<file path="src/rtl/acc_core_pkg.sv">
// rtl/acc_core_pkg.sv - shared types and constants for the acc_core processor
//
// Purpose: opcode and FSM state enumerations plus instruction field positions
//          used by acc_core and acc_regfile.
// Ports:   none (package).
package acc_core_pkg;

    localparam int INSTR_W   = 16;

    // Instruction word layout: [15:12] opcode, [11:8] register index, [7:0] imm8
    localparam int OPC_MSB   = 15;
    localparam int OPC_LSB   = 12;
    localparam int REG_MSB   = 11;
    localparam int REG_LSB   = 8;
    localparam int IMM_MSB   = 7;
    localparam int IMM_LSB   = 0;

    localparam int REG_IDX_W = REG_MSB - REG_LSB + 1;
    localparam int IMM_W     = IMM_MSB - IMM_LSB + 1;

    typedef enum logic [3:0] {
        OP_NOP  = 4'h0,
        OP_LDI  = 4'h1,
        OP_MOVR = 4'h2,
        OP_MOVA = 4'h3,
        OP_ADD  = 4'h4,
        OP_SUB  = 4'h5,
        OP_INC  = 4'h6,
        OP_LD   = 4'h7,
        OP_ST   = 4'h8,
        OP_JMP  = 4'h9,
        OP_JPZ  = 4'hA,
        OP_JPNZ = 4'hB,
        OP_TX   = 4'hC,
        OP_MUL  = 4'hD,
        OP_RSVD = 4'hE,
        OP_HALT = 4'hF
    } opcode_e;

    typedef enum logic [2:0] {
        ST_FETCH = 3'd0,
        ST_LOAD  = 3'd1,
        ST_EXEC  = 3'd2,
        ST_MEM   = 3'd3,
        ST_HALT  = 3'd4
    } state_e;

endpackage

</file>
<file path="src/rtl/acc_regfile.sv">
// rtl/acc_regfile.sv - general register file for acc_core
//
// Purpose: NREGS x DATA_W registers, one combinational read port and one
//          synchronous write port. Indices >= NREGS read as zero and are
//          never written.
// Ports:   clock, reset (async, active-high)
//          rd_idx  -> rd_data   combinational read
//          wr_en, wr_idx, wr_data   write on rising clock edge
module acc_regfile
    import acc_core_pkg::*;
#(
    parameter int DATA_W = 16,
    parameter int NREGS  = 4
) (
    input  logic                 clock,
    input  logic                 reset,
    input  logic [REG_IDX_W-1:0] rd_idx,
    output logic [DATA_W-1:0]    rd_data,
    input  logic                 wr_en,
    input  logic [REG_IDX_W-1:0] wr_idx,
    input  logic [DATA_W-1:0]    wr_data
);

    logic [DATA_W-1:0] regs_q [NREGS];
    logic [DATA_W-1:0] regs_d [NREGS];

    // Decoding by comparison keeps out-of-range indices from aliasing onto
    // existing registers: no entry matches, so reads give 0 and writes drop.
    always_comb begin
        rd_data = '0;
        for (int i = 0; i < NREGS; i++) begin
            if (rd_idx == REG_IDX_W'(i)) begin
                rd_data = regs_q[i];
            end
        end
    end

    always_comb begin
        for (int i = 0; i < NREGS; i++) begin
            regs_d[i] = regs_q[i];
            if (wr_en && (wr_idx == REG_IDX_W'(i))) begin
                regs_d[i] = wr_data;
            end
        end
    end

    always_ff @(posedge clock or posedge reset) begin
        if (reset) begin
            for (int i = 0; i < NREGS; i++) begin
                regs_q[i] <= '0;
            end
        end else begin
            for (int i = 0; i < NREGS; i++) begin
                regs_q[i] <= regs_d[i];
            end
        end
    end

endmodule

</file>
<file path="src/rtl/acc_core.sv">
// rtl/acc_core.sv - multicycle accumulator processor core
//
// Purpose: FETCH/LOAD/EXEC/MEM/HALT core executing 16-bit instructions from
//          IRAM against an accumulator, register file and zero flag, with a
//          req/ack DRAM port of variable latency.
// Ports:   clock, reset (async, active-high)
//          IRAM_address / IRAM_data         instruction fetch (data one cycle late)
//          DRAM_address, DRAM_output_data, write_DRAM, dram_req  registered
//          DRAM_input_data, dram_ack        load data / completion
//          start_Tx                         one-cycle pulse from TX
//          halted                           high in HALT
// Build:   define ACC_CORE_MUL_EN to enable the opcode D multiplier;
//          otherwise opcode D is a NOP.
module acc_core
    import acc_core_pkg::*;
#(
    parameter int DATA_W  = 16,
    parameter int IADDR_W = 8,
    parameter int DADDR_W = 16,
    parameter int NREGS   = 4
) (
    input  logic               clock,
    input  logic               reset,
    output logic [IADDR_W-1:0] IRAM_address,
    input  logic [INSTR_W-1:0] IRAM_data,
    output logic [DADDR_W-1:0] DRAM_address,
    output logic [DATA_W-1:0]  DRAM_output_data,
    input  logic [DATA_W-1:0]  DRAM_input_data,
    output logic               dram_req,
    output logic               write_DRAM,
    input  logic               dram_ack,
    output logic               start_Tx,
    output logic               halted
);

    state_e               state_q, state_d;
    logic [IADDR_W-1:0]   pc_q, pc_d;
    logic [INSTR_W-1:0]   ir_q, ir_d;
    logic [DATA_W-1:0]    ac_q, ac_d;
    logic                 z_q, z_d;
    logic                 req_q, req_d;
    logic                 we_q, we_d;
    logic                 tx_q, tx_d;
    logic [DADDR_W-1:0]   daddr_q, daddr_d;
    logic [DATA_W-1:0]    dout_q, dout_d;

    opcode_e              opcode;
    logic [REG_IDX_W-1:0] reg_idx;
    logic [IMM_W-1:0]     imm8;
    logic [DATA_W-1:0]    rd_data;
    logic                 rf_we;
    logic                 upd_z;
    logic                 mem_done;

    assign opcode  = opcode_e'(ir_q[OPC_MSB:OPC_LSB]);
    assign reg_idx = ir_q[REG_MSB:REG_LSB];
    assign imm8    = ir_q[IMM_MSB:IMM_LSB];

    // dram_ack only counts while a request is outstanding
    assign mem_done = dram_ack && req_q;

    acc_regfile #(
        .DATA_W (DATA_W),
        .NREGS  (NREGS)
    ) u_regfile (
        .clock   (clock),
        .reset   (reset),
        .rd_idx  (reg_idx),
        .rd_data (rd_data),
        .wr_en   (rf_we),
        .wr_idx  (reg_idx),
        .wr_data (ac_q)
    );

    // State register
    always_ff @(posedge clock or posedge reset) begin
        if (reset) begin
            state_q <= ST_FETCH;
            pc_q    <= '0;
            ir_q    <= '0;
            ac_q    <= '0;
            z_q     <= 1'b0;
            req_q   <= 1'b0;
            we_q    <= 1'b0;
            tx_q    <= 1'b0;
            daddr_q <= '0;
            dout_q  <= '0;
        end else begin
            state_q <= state_d;
            pc_q    <= pc_d;
            ir_q    <= ir_d;
            ac_q    <= ac_d;
            z_q     <= z_d;
            req_q   <= req_d;
            we_q    <= we_d;
            tx_q    <= tx_d;
            daddr_q <= daddr_d;
            dout_q  <= dout_d;
        end
    end

    // Next-state logic
    always_comb begin
        state_d = state_q;
        case (state_q)
            ST_FETCH: state_d = ST_LOAD;
            ST_LOAD:  state_d = ST_EXEC;
            ST_EXEC: begin
                case (opcode)
                    OP_LD, OP_ST: state_d = ST_MEM;
                    OP_HALT:      state_d = ST_HALT;
                    default:      state_d = ST_FETCH;
                endcase
            end
            ST_MEM:   state_d = mem_done ? ST_FETCH : ST_MEM;
            ST_HALT:  state_d = ST_HALT;
            default:  state_d = ST_FETCH;
        endcase
    end

    // Datapath / output logic
    always_comb begin
        pc_d    = pc_q;
        ir_d    = ir_q;
        ac_d    = ac_q;
        z_d     = z_q;
        req_d   = req_q;
        we_d    = we_q;
        tx_d    = 1'b0;
        daddr_d = daddr_q;
        dout_d  = dout_q;
        rf_we   = 1'b0;
        upd_z   = 1'b0;

        case (state_q)
            ST_LOAD: begin
                ir_d = IRAM_data;
                pc_d = pc_q + IADDR_W'(1);
            end
            ST_EXEC: begin
                case (opcode)
                    OP_LDI: begin
                        ac_d  = DATA_W'(imm8);
                        upd_z = 1'b1;
                    end
                    OP_MOVR: rf_we = 1'b1;
                    OP_MOVA: begin
                        ac_d  = rd_data;
                        upd_z = 1'b1;
                    end
                    OP_ADD: begin
                        ac_d  = ac_q + rd_data;
                        upd_z = 1'b1;
                    end
                    OP_SUB: begin
                        ac_d  = ac_q - rd_data;
                        upd_z = 1'b1;
                    end
                    OP_INC: begin
                        ac_d  = ac_q + DATA_W'(1);
                        upd_z = 1'b1;
                    end
                    OP_LD, OP_ST: begin
                        daddr_d = DADDR_W'(rd_data);
                        dout_d  = ac_q;
                        we_d    = (opcode == OP_ST);
                        req_d   = 1'b1;
                    end
                    OP_JMP: pc_d = IADDR_W'(imm8);
                    OP_JPZ: begin
                        if (z_q) begin
                            pc_d = IADDR_W'(imm8);
                        end
                    end
                    OP_JPNZ: begin
                        if (!z_q) begin
                            pc_d = IADDR_W'(imm8);
                        end
                    end
                    OP_TX: tx_d = 1'b1;
`ifdef ACC_CORE_MUL_EN
                    OP_MUL: begin
                        ac_d  = ac_q * rd_data;
                        upd_z = 1'b1;
                    end
`endif
                    default: ;
                endcase
            end
            ST_MEM: begin
                if (mem_done) begin
                    req_d = 1'b0;
                    we_d  = 1'b0;
                    if (!we_q) begin
                        ac_d  = DRAM_input_data;
                        upd_z = 1'b1;
                    end
                end
            end
            default: ;
        endcase

        if (upd_z) begin
            z_d = (ac_d == '0);
        end
    end

    assign IRAM_address     = pc_q;
    assign DRAM_address     = daddr_q;
    assign DRAM_output_data = dout_q;
    assign dram_req         = req_q;
    assign write_DRAM       = we_q;
    assign start_Tx         = tx_q;
    assign halted           = (state_q == ST_HALT);

endmodule

</file>
<file path="config.mk">
export PLATFORM = sky130hd
export DESIGN_NAME = acc_core
export DESIGN_NICKNAME = d
export VERILOG_FILES = /design/src/rtl/acc_core_pkg.sv /design/src/rtl/acc_regfile.sv /design/src/rtl/acc_core.sv
export SDC_FILE = /design/constraint.sdc
export NUM_CORES = 1
export LEC_CHECK = 0
export CAP_MARGIN = 5
export CELL_PAD_IN_SITES_DETAIL_PLACEMENT = 2
export CELL_PAD_IN_SITES_GLOBAL_PLACEMENT = 2
export CORE_UTILIZATION = 42
export CTS_BUF_LIST = sky130_fd_sc_hd__clkbuf_4 sky130_fd_sc_hd__clkbuf_8
export DETAILED_ROUTE_END_ITERATION = 10
export GPL_TIMING_DRIVEN = 0
export PLACE_DENSITY_LB_ADDON = 0.12
export SETUP_SLACK_MARGIN = 0.15
export SLEW_MARGIN = 20
export SYNTH_ARGS = -nofsm -noshare
export SYNTH_HDL_FRONTEND = slang
export SYNTH_SLANG_ARGS = --single-unit
</file>
<file path="constraint.sdc">
create_clock -name clock -period 12.1 [get_ports clock]
set_input_delay 1.815 -clock clock [delete_from_list [all_inputs] [get_ports clock]]
set_output_delay 1.815 -clock clock [all_outputs]
set_load 0.1 [all_outputs]
</file>
# After elaboration in Yosys (flattened, before gate mapping)
# Cells that the tools add are included.
# op_classes
muxes	28
n_addsub	4
n_reduce_logical	15
eq_ne	25
# op_table
operator	n
$mux W16	6
$pmux W16 S5	1
$pmux W16 S2	1
$eq A4 B4 Y1 const B	6
$pmux W8 S3	1
$add A16 B1 Y16 const B	1
$add A16 B16 Y16	1
$eq A4 B2 Y1 const B	4
$eq A4 B3 Y1 const B	4
$logic_not A16 Y1	1
$mux W8	2
$pmux W8 S2	1
$sub A16 B16 Y16	1
$pmux W3 S5	1
$mux W1	10
$add A8 B1 Y8 const B	1
$eq A4 B1 Y1 const B	2
$eq A3 B2 Y1 const B	2
$ne A3 B3 Y1 const B	2
$pmux W1 S2	3
$pmux W3 S2	1
$logic_and A1 B1 Y1	5
$reduce_or A5 Y1	1
$logic_not A4 Y1	1
other kinds (11)	13
# totals
input_bits	35
elab_cells	86
ff_bits	143

# Longest topological paths before layout
# Gate-level depths: netlist of run 1.
# logic_depth
word_depth	9
ltp_mapped	22
ltp_nobuf	19

# By module
# From an unflattened synthesis of run 1, not the netlist that was laid out.
# hier_totals
cells_unflattened	757
area_unflattened_um2	8316.7
# by_module_without_submodules
module	instances	cells_per_inst	area_per_inst_um2	seq_area_each_um2
acc_core	1	578	5293.8	1976.9
acc_regfile	1	179	3022.9	1601.5

# Least setup slack after synthesis of run 1
# Ideal clock, no wire load.
# synth_timing
kind	reg2reg
start	reg ir_q[8]
end	reg z_q
slack_ps	7431
arrival_time_ps	4573
period_less_slack_ps	4669
t_required_ps	12005
path_stages_with_launch	21
cell_sequence	dfrtp_1 > clkbuf_1 > clkbuf_1 > or3_1 > o22ai_1 > a21oi_1 > and2_1 > and3_1 > a31oi_1 > xor2_1 > nor2_1 > ha_1 > a21oi_1 > o21bai_1 > a31oi_1 > xor2_1 > nor3_1 > o31a_1 > or3_1 > or4b_1 > o31ai_1
# synth_between
elab_chain_cells	9
# synth_rtl
item	line_no	text
start: declaration	acc_core.sv:38	logic [INSTR_W-1:0] ir_q, ir_d;
start signal: assignment	acc_core.sv:91	ir_q <= ir_d;
$logic_not A4 Y1	acc_regfile.sv:32	if (rd_idx == REG_IDX_W'(i)) begin
$mux W16 (3 in series)	acc_regfile.sv:32	
$mux W16 *	acc_regfile.sv:32	
$sub A16 B16 Y16 or $add A16 B16 Y16 (tied branches)	acc_core.sv:156, acc_core.sv:152	
$pmux W16 S5 *	acc_core.sv:141	case (opcode)
$pmux W16 S2 *	acc_core.sv:135	case (state_q)
via ac_d[9]	acc_core.sv:39	logic [DATA_W-1:0] ac_q, ac_d;
$logic_not A16 Y1 *	acc_core.sv:204	z_d = (ac_d == '0);
end signal: assignment	acc_core.sv:93	z_q <= z_d;
end: declaration	acc_core.sv:40	logic z_q, z_d;
# The timed path passes the listed nets; every way through them passes the cells marked *.
# A chain may end at the register's enable or synchronous reset.

# Worst setup path after layout of run 1
# Ends and elaborated chain as after synthesis.

==> results of run 1 <==
-- registers in the layout (all words and copies together), names as in the netlist --
signal / cells
write_DRAM: 1
IRAM_address: 8
DRAM_address: 16
u_regfile.regs_q: 64
z_q: 1
start_Tx: 1
state_q: 3
dram_req: 1
DRAM_output_data: 16
ir_q: 16
ac_q: 16
-- path summary, 6_finish.rpt --
check | startpoint | end | depth (start not counted)
worst min register to register | DRAM_address[1]$_DFFE_PP0P_ | DRAM_address[1]$_DFFE_PP0P_ | 2
max in group asynchronous | reset | DRAM_address[13]$_DFFE_PP0P_ | 3
worst min-delay path | DRAM_address[1]$_DFFE_PP0P_ | DRAM_address[1]$_DFFE_PP0P_ | 2
worst max-delay path | ir_q[8]$_DFFE_PP0P_ | z_q$_DFFE_PP0P_ | 20
worst max register to register | ir_q[8]$_DFFE_PP0P_ | z_q$_DFFE_PP0P_ | 20
min in group asynchronous | reset | DRAM_output_data[2]$_DFFE_PP0P_ | 2
-- Yosys cell counts (4+ instances only) --
cell	instances
dfrtp_1	143
mux2_2	94
nand2_1	64
o21ai_0	58
nor2_1	55
clkbuf_1	38
a21oi_1	34
nand3_1	21
nor3_1	21
ha_1	19
a31oi_1	15
inv_1	15
mux2i_1	13
o22ai_1	13
a211oi_1	11
xnor2_1	11
mux4_2	10
and2_1	8
nand2b_1	8
or3_1	8
and3_1	7
o21a_1	7
xor2_1	7
a21o_1	6
a22oi_1	6
o211ai_1	5
nand4_1	4
nor2b_1	4
-- layer usage --
layer	vias up	GRT usage [%]	wire length (um)
li1	3099	-	-
met1	3653	39.5	12600
met2	224	53.1	14700
met3	75	4.93	1310
met4	0	14.6	1130
met5	-	0	0
-- layout make-up --
cell class / instances / area [sq um] / share of cell area, %
Buffer: 44 / 175 / 1.83
Clock buffer: 18 / 248 / 2.58
Clock inverter: 14 / 144 / 1.50
Inverter: 15 / 63.8 / 0.666
Multi-Input combinational cell: 577 / 4280 / 44.6
Sequential cell: 143 / 3580 / 37.3
Tap cell: 234 / 293 / 3.05
Timing Repair Buffer: 79 / 808 / 8.43
-- power breakdown --
part	internal [mW]	leakage, nW	switching (mW)
Clock	0.176	0.205	0.225
Sequential	0.618	1.89	0.156
Combinational	0.425	2.07	0.927
Total	1.22	4.17	1.31
-- cells in the final DEF, fill, tap and decap left out, types with 5 or more instances in the layout --
cell             synthesis  final
a211oi_1                11     11
a21o_1                   6      6
a21oi_1                 34     34
a22oi_1                  6      6
a31oi_1                 15     15
and2_1                   8      8
and3_1                   7      7
clkbuf_1                38     38
clkbuf_8                 0     18
clkdlybuf4s50_1          0     78
dfrtp_1                143    143
ha_1                    19     19
inv_1                   15     14
inv_6                    0      7
mux2_2                  94     94
mux2i_1                 13     13
mux4_2                  10     10
nand2_1                 64     64
nand2b_1                 8      8
nand3_1                 21     21
nor2_1                  55     55
nor3_1                  21     21
o211ai_1                 5      5
o21a_1                   7      7
o21ai_0                 58     58
o22ai_1                 13     13
or3_1                    8      8
xnor2_1                 11     11
xor2_1                   7      7
-- worst register-to-register path: stages, from the launching register on --
cell       delay [ns]
dfrtp_1          0.38
clkbuf_1         0.23
clkbuf_1         0.39
or3_1            0.61
o22ai_1          0.71
a21oi_1          0.12
and2_1           0.23
and3_1           0.19
nor2_1           0.16
nor3_1           0.07
a21o_1           0.19
ha_1             0.31
nand2_1          0.06
a211oi_1         0.41
a211oi_1         0.12
xnor2_1          0.17
a2111oi_0        0.44
o21ai_0          0.24
nor4_1           0.36
or4b_1           0.47
o31ai_1          0.24
-- logic make-up (layout without fill, tap and decap cells) --
family	count (synthesis)	after routing	share of synthesized area [%]
AOI/OAI and AO/OA	200	200	16.3
xor gates and xnor gates	18	18	1.95
buffers and inverters	59	170	2.86
and+or+nand+nor	220	220	13.3
DFF	143	143	44.3
muxes	119	119	18.1
adders and majority gates	20	20	3.19
==> flow_metrics.tcl, run 1 <==
set metrics [dict create \
    worst_clock_skew_ns 0.0188 \
    cp.buffers_inverters 2 \
    post_synth_instance_area_sq_um 8080 \
    numCtsBuffers 17 \
    synth_seq_area_share_pct 44.3 \
    die_area_sq_um 19800 \
    status "finished, final reports clean" \
    drv_slew 0 \
    synth_warnings 0 \
    totalWireLength_mm 29.7 \
    fin_hold_ws_ns 0.499 \
    globalRouteOverflowTotal 0 \
    placement.io_buffers 78 \
    detailedRoute.firstIterationViolations 374 \
    finalWorstSetupSlack_ns 5.88 \
    antenna_found_initial 0 \
    postCtsSetupBuffers 0 \
    drc 0 \
    grt_util_all_layers_pct 31.4 \
    dp_cells 1092 \
    ys_top_cells_by_area "dfrtp_1 (44%), mux2_2 (13%), o21ai_0 (3.6%), nand2_1 (3.0%), ha_1 (2.9%)" \
    totalPowerFinal_mw 2.53 \
    dp_worst_setup_slack_ns 6.05 \
    cts.sink_count 143 \
    die_y_um 141 \
    worst_setup_hold_path_clk_slew_ns 0.09 \
    last_weighted_congestion_value_of_the_routability_driven_placer 0.960 \
    path_delay_family "compound AO/OA/AOI/OAI gates" \
    vdd.ir_drop.worst_v 0.000220 \
    fmaxAchievable_mhz 161 \
    crit_path_max_incr_delay_ns 0.71 \
    ctsHoldBuffers 0 \
    worst_setup_path_end_kind "flop" \
    hpwl_mm 22.1 \
    maxcap_viol_count 0 \
    setup_total_negative_slack_ns 0 \
    initial_core_util_pct 43.1 \
    clock_tree.buffer_depth 2 \
    placedInstanceArea_sq_um 9200 \
    io-pin-count 79 \
    unrepaired_setup_endpoints_after_global_routing "no" \
    synth_top_area_share_pct 44.3 \
    grt_first_pass_wirelength_mm 46.2 \
    detail_route.vias_per_cell 6.27 \
    final_design_area_no_fill_sq_um 9590 \
    powerDensity_nw_per_um2 264 \
    design.final.nets 932 \
    grt_pass1_vias 7802 \
    num-fill-cells 1939 \
    cts-resized-gates 0 \
    clk-insertion-delay-late_ns 0.49 \
    yosys_most_used_dff "dfrtp_1" \
    max_slew_margin_vs_limit_pct 25.5 \
    yosys.cell_types.count 72 \
    worstHoldPathType "flop to flop" \
    timing.setup.critical_path_class "flop to flop" \
    drive_gt1_share_pct 16.4 \
    area_growth_syn_to_layout_pct 18.6 \
    largest_net_degree_at_the_start_of_global_routing 95 \
    mappedNetlistNets 834 \
    p_leak_nw 4.17 \
    antenna_left 0 \
    diodes 0 \
    crit_path_cell_trace "clkbuf_1 > clkbuf_1 > or3_1 > o22ai_1 > a21oi_1 > and2_1 > and3_1 > nor2_1 > nor3_1 > a21o_1 > ha_1 > nand2_1 > a211oi_1 > a211oi_1 > xnor2_1 > a2111oi_0 > o21ai_0 > nor4_1 > or4b_1 > o31ai_1" \
    timing.critical_path.arrival_ns 6.62 \
    clock_tree.htree_level_count 4 \
    hold_viol_final 0 \
    worst-r2r-setup-slack_ns 5.88 \
    timing.critical_path.from_type "flop" \
    fin_crit_ns 6.22 \
    cp.required_ns 12.50 \
    tightest_slew_ns 1.11 \
    post_synthesis_average_cell_area_sq_um 10.4 \
    detail_route.first_pass.iterations 5 \
    fp.coreArea_sq_um 18800 \
    critical-path-slowest-cell "o22ai_1" \
    timing.final.setup_violations 0 \
    final_cells 1124 \
    postSynthCellCount 779 \
    die_x_um 141 \
    vias 7051 \
    wire_length_per_cell_um 26.5 \
    timing.critical_path.fanout_max 10 \
    synth_enable_flop_cells 0 \
    utilization_after_layout_pct 51.1 \
    synth_top_area_cell "dfrtp_1" \
    tritoncts "yes" \
    num_rows 50 \
    ctsRootBufferMaster "clkbuf_8" \
    synth_async_sr_flop_share_pct 100 \
    layout_worst_path_cycle_share_pct 51.4 \
    synth.ff_latch_count 143 \
]
Power figures use the tool's default switching activity.
==> run 2, diff against run 1 <==
- CORE_UTILIZATION: 42 -> 39
- clock period: 12.1 -> 6 ns (I/O delays scaled with it)
==> run 2 against run 1 <==
Die area rose by 7.6%. Hold slack got worse by 0.0013 ns. Critical endpoint unchanged. Count of clock-buffer cells in the layout shrank 1. Highest routed layer unchanged. Global-route usage down 2.5 points. Non-clock buffer count unchanged.
==> flow_metrics.tcl, run 2 (synthesis results as in run 1) <==
set metrics [dict create \
    status "finished, final reports clean" \
    totalWireLength_mm 29.6 \
    maxcap_viol_count 0 \
    timing.final.setup_violations 0 \
    hpwl_mm 22.2 \
    tightest_slew_ns 0.985 \
    dp_cells 1129 \
    die_area_sq_um 21300 \
    detail_route.first_pass.iterations 5 \
    multi_input_gate_area_sq_um 4310 \
    final_common_cell "dfrtp_1" \
    fmaxAchievable_mhz 179 \
    worstHoldPathType "flop to flop" \
    placement.io_buffers 78 \
    worst_setup_hold_path_clk_slew_ns 0.10 \
    io-pin-count 79 \
    grt_util_all_layers_pct 28.9 \
    clock_tree.buffer_depth 2 \
    ctsHoldBuffers 0 \
    path_delay_family "simple AND/OR/NAND/NOR gates" \
    worst_setup_path_end_kind "flop" \
    cp.required_ns 6.39 \
    final_cells 1160 \
    tritoncts "yes" \
    vdd.ir_drop.worst_v 0.000395 \
    wire_length_per_cell_um 25.5 \
    globalRouteOverflowTotal 0 \
    fin_crit_ns 5.57 \
    detail_route.vias_per_cell 6.09 \
    finalWorstSetupSlack_ns 0.428 \
    powerDensity_nw_per_um2 529 \
    clk-insertion-delay-late_ns 0.48 \
    p_leak_nw 4.19 \
    num-fill-cells 2157 \
    antenna_found_initial 0 \
    hold_viol_final 0 \
    largest_net_degree_at_the_start_of_global_routing 95 \
    placedInstanceArea_sq_um 9250 \
    grt_first_pass_wirelength_mm 46.4 \
    register_area_sq_um 3580 \
    num_rows 52 \
    crit_path_max_incr_delay_ns 0.59 \
    top_library_cells_by_usage_in_the_layout_fill_and_taps_aside "dfrtp_1 (143), mux2_2 (94), clkdlybuf4s50_1 (78)" \
    timing.critical_path.from_type "flop" \
    timing.setup.critical_path_class "flop to flop" \
    register_bank_with_the_most_flops "u_regfile.regs_q" \
    cp.buffers_inverters 3 \
    die_x_um 146 \
    utilization_after_layout_pct 47.7 \
    drv_slew 0 \
    vias 7066 \
    largest_register_ffs 64 \
    worst_clock_skew_ns 0.0160 \
    final_design_area_no_fill_sq_um 9680 \
    numCtsBuffers 17 \
    design.final.nets 932 \
    detailedRoute.firstIterationViolations 355 \
    die_y_um 146 \
    last_weighted_congestion_value_of_the_routability_driven_placer 0.869 \
    fin_hold_ws_ns 0.497 \
    max_slew_margin_vs_limit_pct 34.1 \
    drive_gt1_share_pct 17.3 \
    cts.sink_count 143 \
    critical-path-slowest-cell "or4b_1" \
    initial_core_util_pct 39.8 \
    layout_worst_path_cycle_share_pct 92.9 \
    area_growth_syn_to_layout_pct 19.9 \
    timing.critical_path.arrival_ns 5.96 \
    crit_path_cell_trace "clkbuf_1 > clkbuf_1 > nor2b_1 > nor2b_1 > clkbuf_1 > nor3_1 > a21o_1 > ha_1 > o21ai_0 > o211ai_1 > a211oi_1 > or3_1 > or4b_1 > nor4_1 > or4b_1 > o31ai_1" \
    grt_pass1_vias 7943 \
    drc 0 \
    fp.coreArea_sq_um 20300 \
    unrepaired_setup_endpoints_after_global_routing "no" \
    timing.critical_path.fanout_max 10 \
    clock_tree.htree_level_count 4 \
    antenna_left 0 \
    ctsRootBufferMaster "clkbuf_8" \
    setup_total_negative_slack_ns 0 \
    timing.critical_path.mode_cell "clkbuf_1" \
    dp_worst_setup_slack_ns -0.230 \
    totalPowerFinal_mw 5.13 \
    diodes 0 \
]
[run 2: cell type report]
cell class / count / area share [%]
clock buffers: 17 / 2.42
plain buffers: 43 / 1.83
flip-flops and latches: 143 / 37.0
multi-input cells: 577 / 44.5
inverters: 15 / 0.659
well taps: 270 / 3.49
clock inverters: 15 / 1.78
repair buffers: 80 / 8.40
[run 2: per-layer routing]
metal  global-route usage [%]  share of wire [%]  vias up
met1                     36.3                 42     3721
met4                     11.0                2.7        0
met5                        0                  0        -
met3                     4.39                3.6       60
li1                         -                  -     3103
met2                     50.1                 51      182
[run 2: timing repair]
| action | 4_1_cts | 5_1_grt |
|---|---|---|
| resized for setup | 4 | 10 |
| buffers inserted | 0 | 0 |
| setup endpoints to repair | 2 | 2 |
[run 2: worst paths after layout]
kind | cells past startpoint | slack [ns] | end | start
min in group asynchronous | 2 | 0.80 | u_regfile.regs_q[37]$_DFFE_PP0P_ | reset
worst min-delay path | 2 | 0.50 | u_regfile.regs_q[1]$_DFFE_PP0P_ | u_regfile.regs_q[1]$_DFFE_PP0P_
worst max register to register | 16 | 0.43 | z_q$_DFFE_PP0P_ | ir_q[13]$_DFFE_PP0P_
worst max-delay path | 16 | 0.43 | z_q$_DFFE_PP0P_ | ir_q[13]$_DFFE_PP0P_
max in group asynchronous | 3 | 4.37 | DRAM_address[11]$_DFFE_PP0P_ | reset
worst min register to register | 2 | 0.50 | u_regfile.regs_q[1]$_DFFE_PP0P_ | u_regfile.regs_q[1]$_DFFE_PP0P_
[run 2: worst min-delay path, delay by kind of cell, from the launching register on]
family,cells,cell delay (ns)
AO/OA/AOI/OAI,1,0.07
flip-flops,1,0.35
AND/OR/NAND/NOR,1,0.05
[run 2: where the power goes]
| part | switching (mW) | internal [mW] | total (mW) |
|---|---|---|---|
| Clock | 0.454 | 0.385 | 0.840 |
| Combinational | 1.87 | 0.861 | 2.73 |
| Sequential | 0.310 | 1.25 | 1.56 |
| Total | 2.63 | 2.49 | 5.13 |
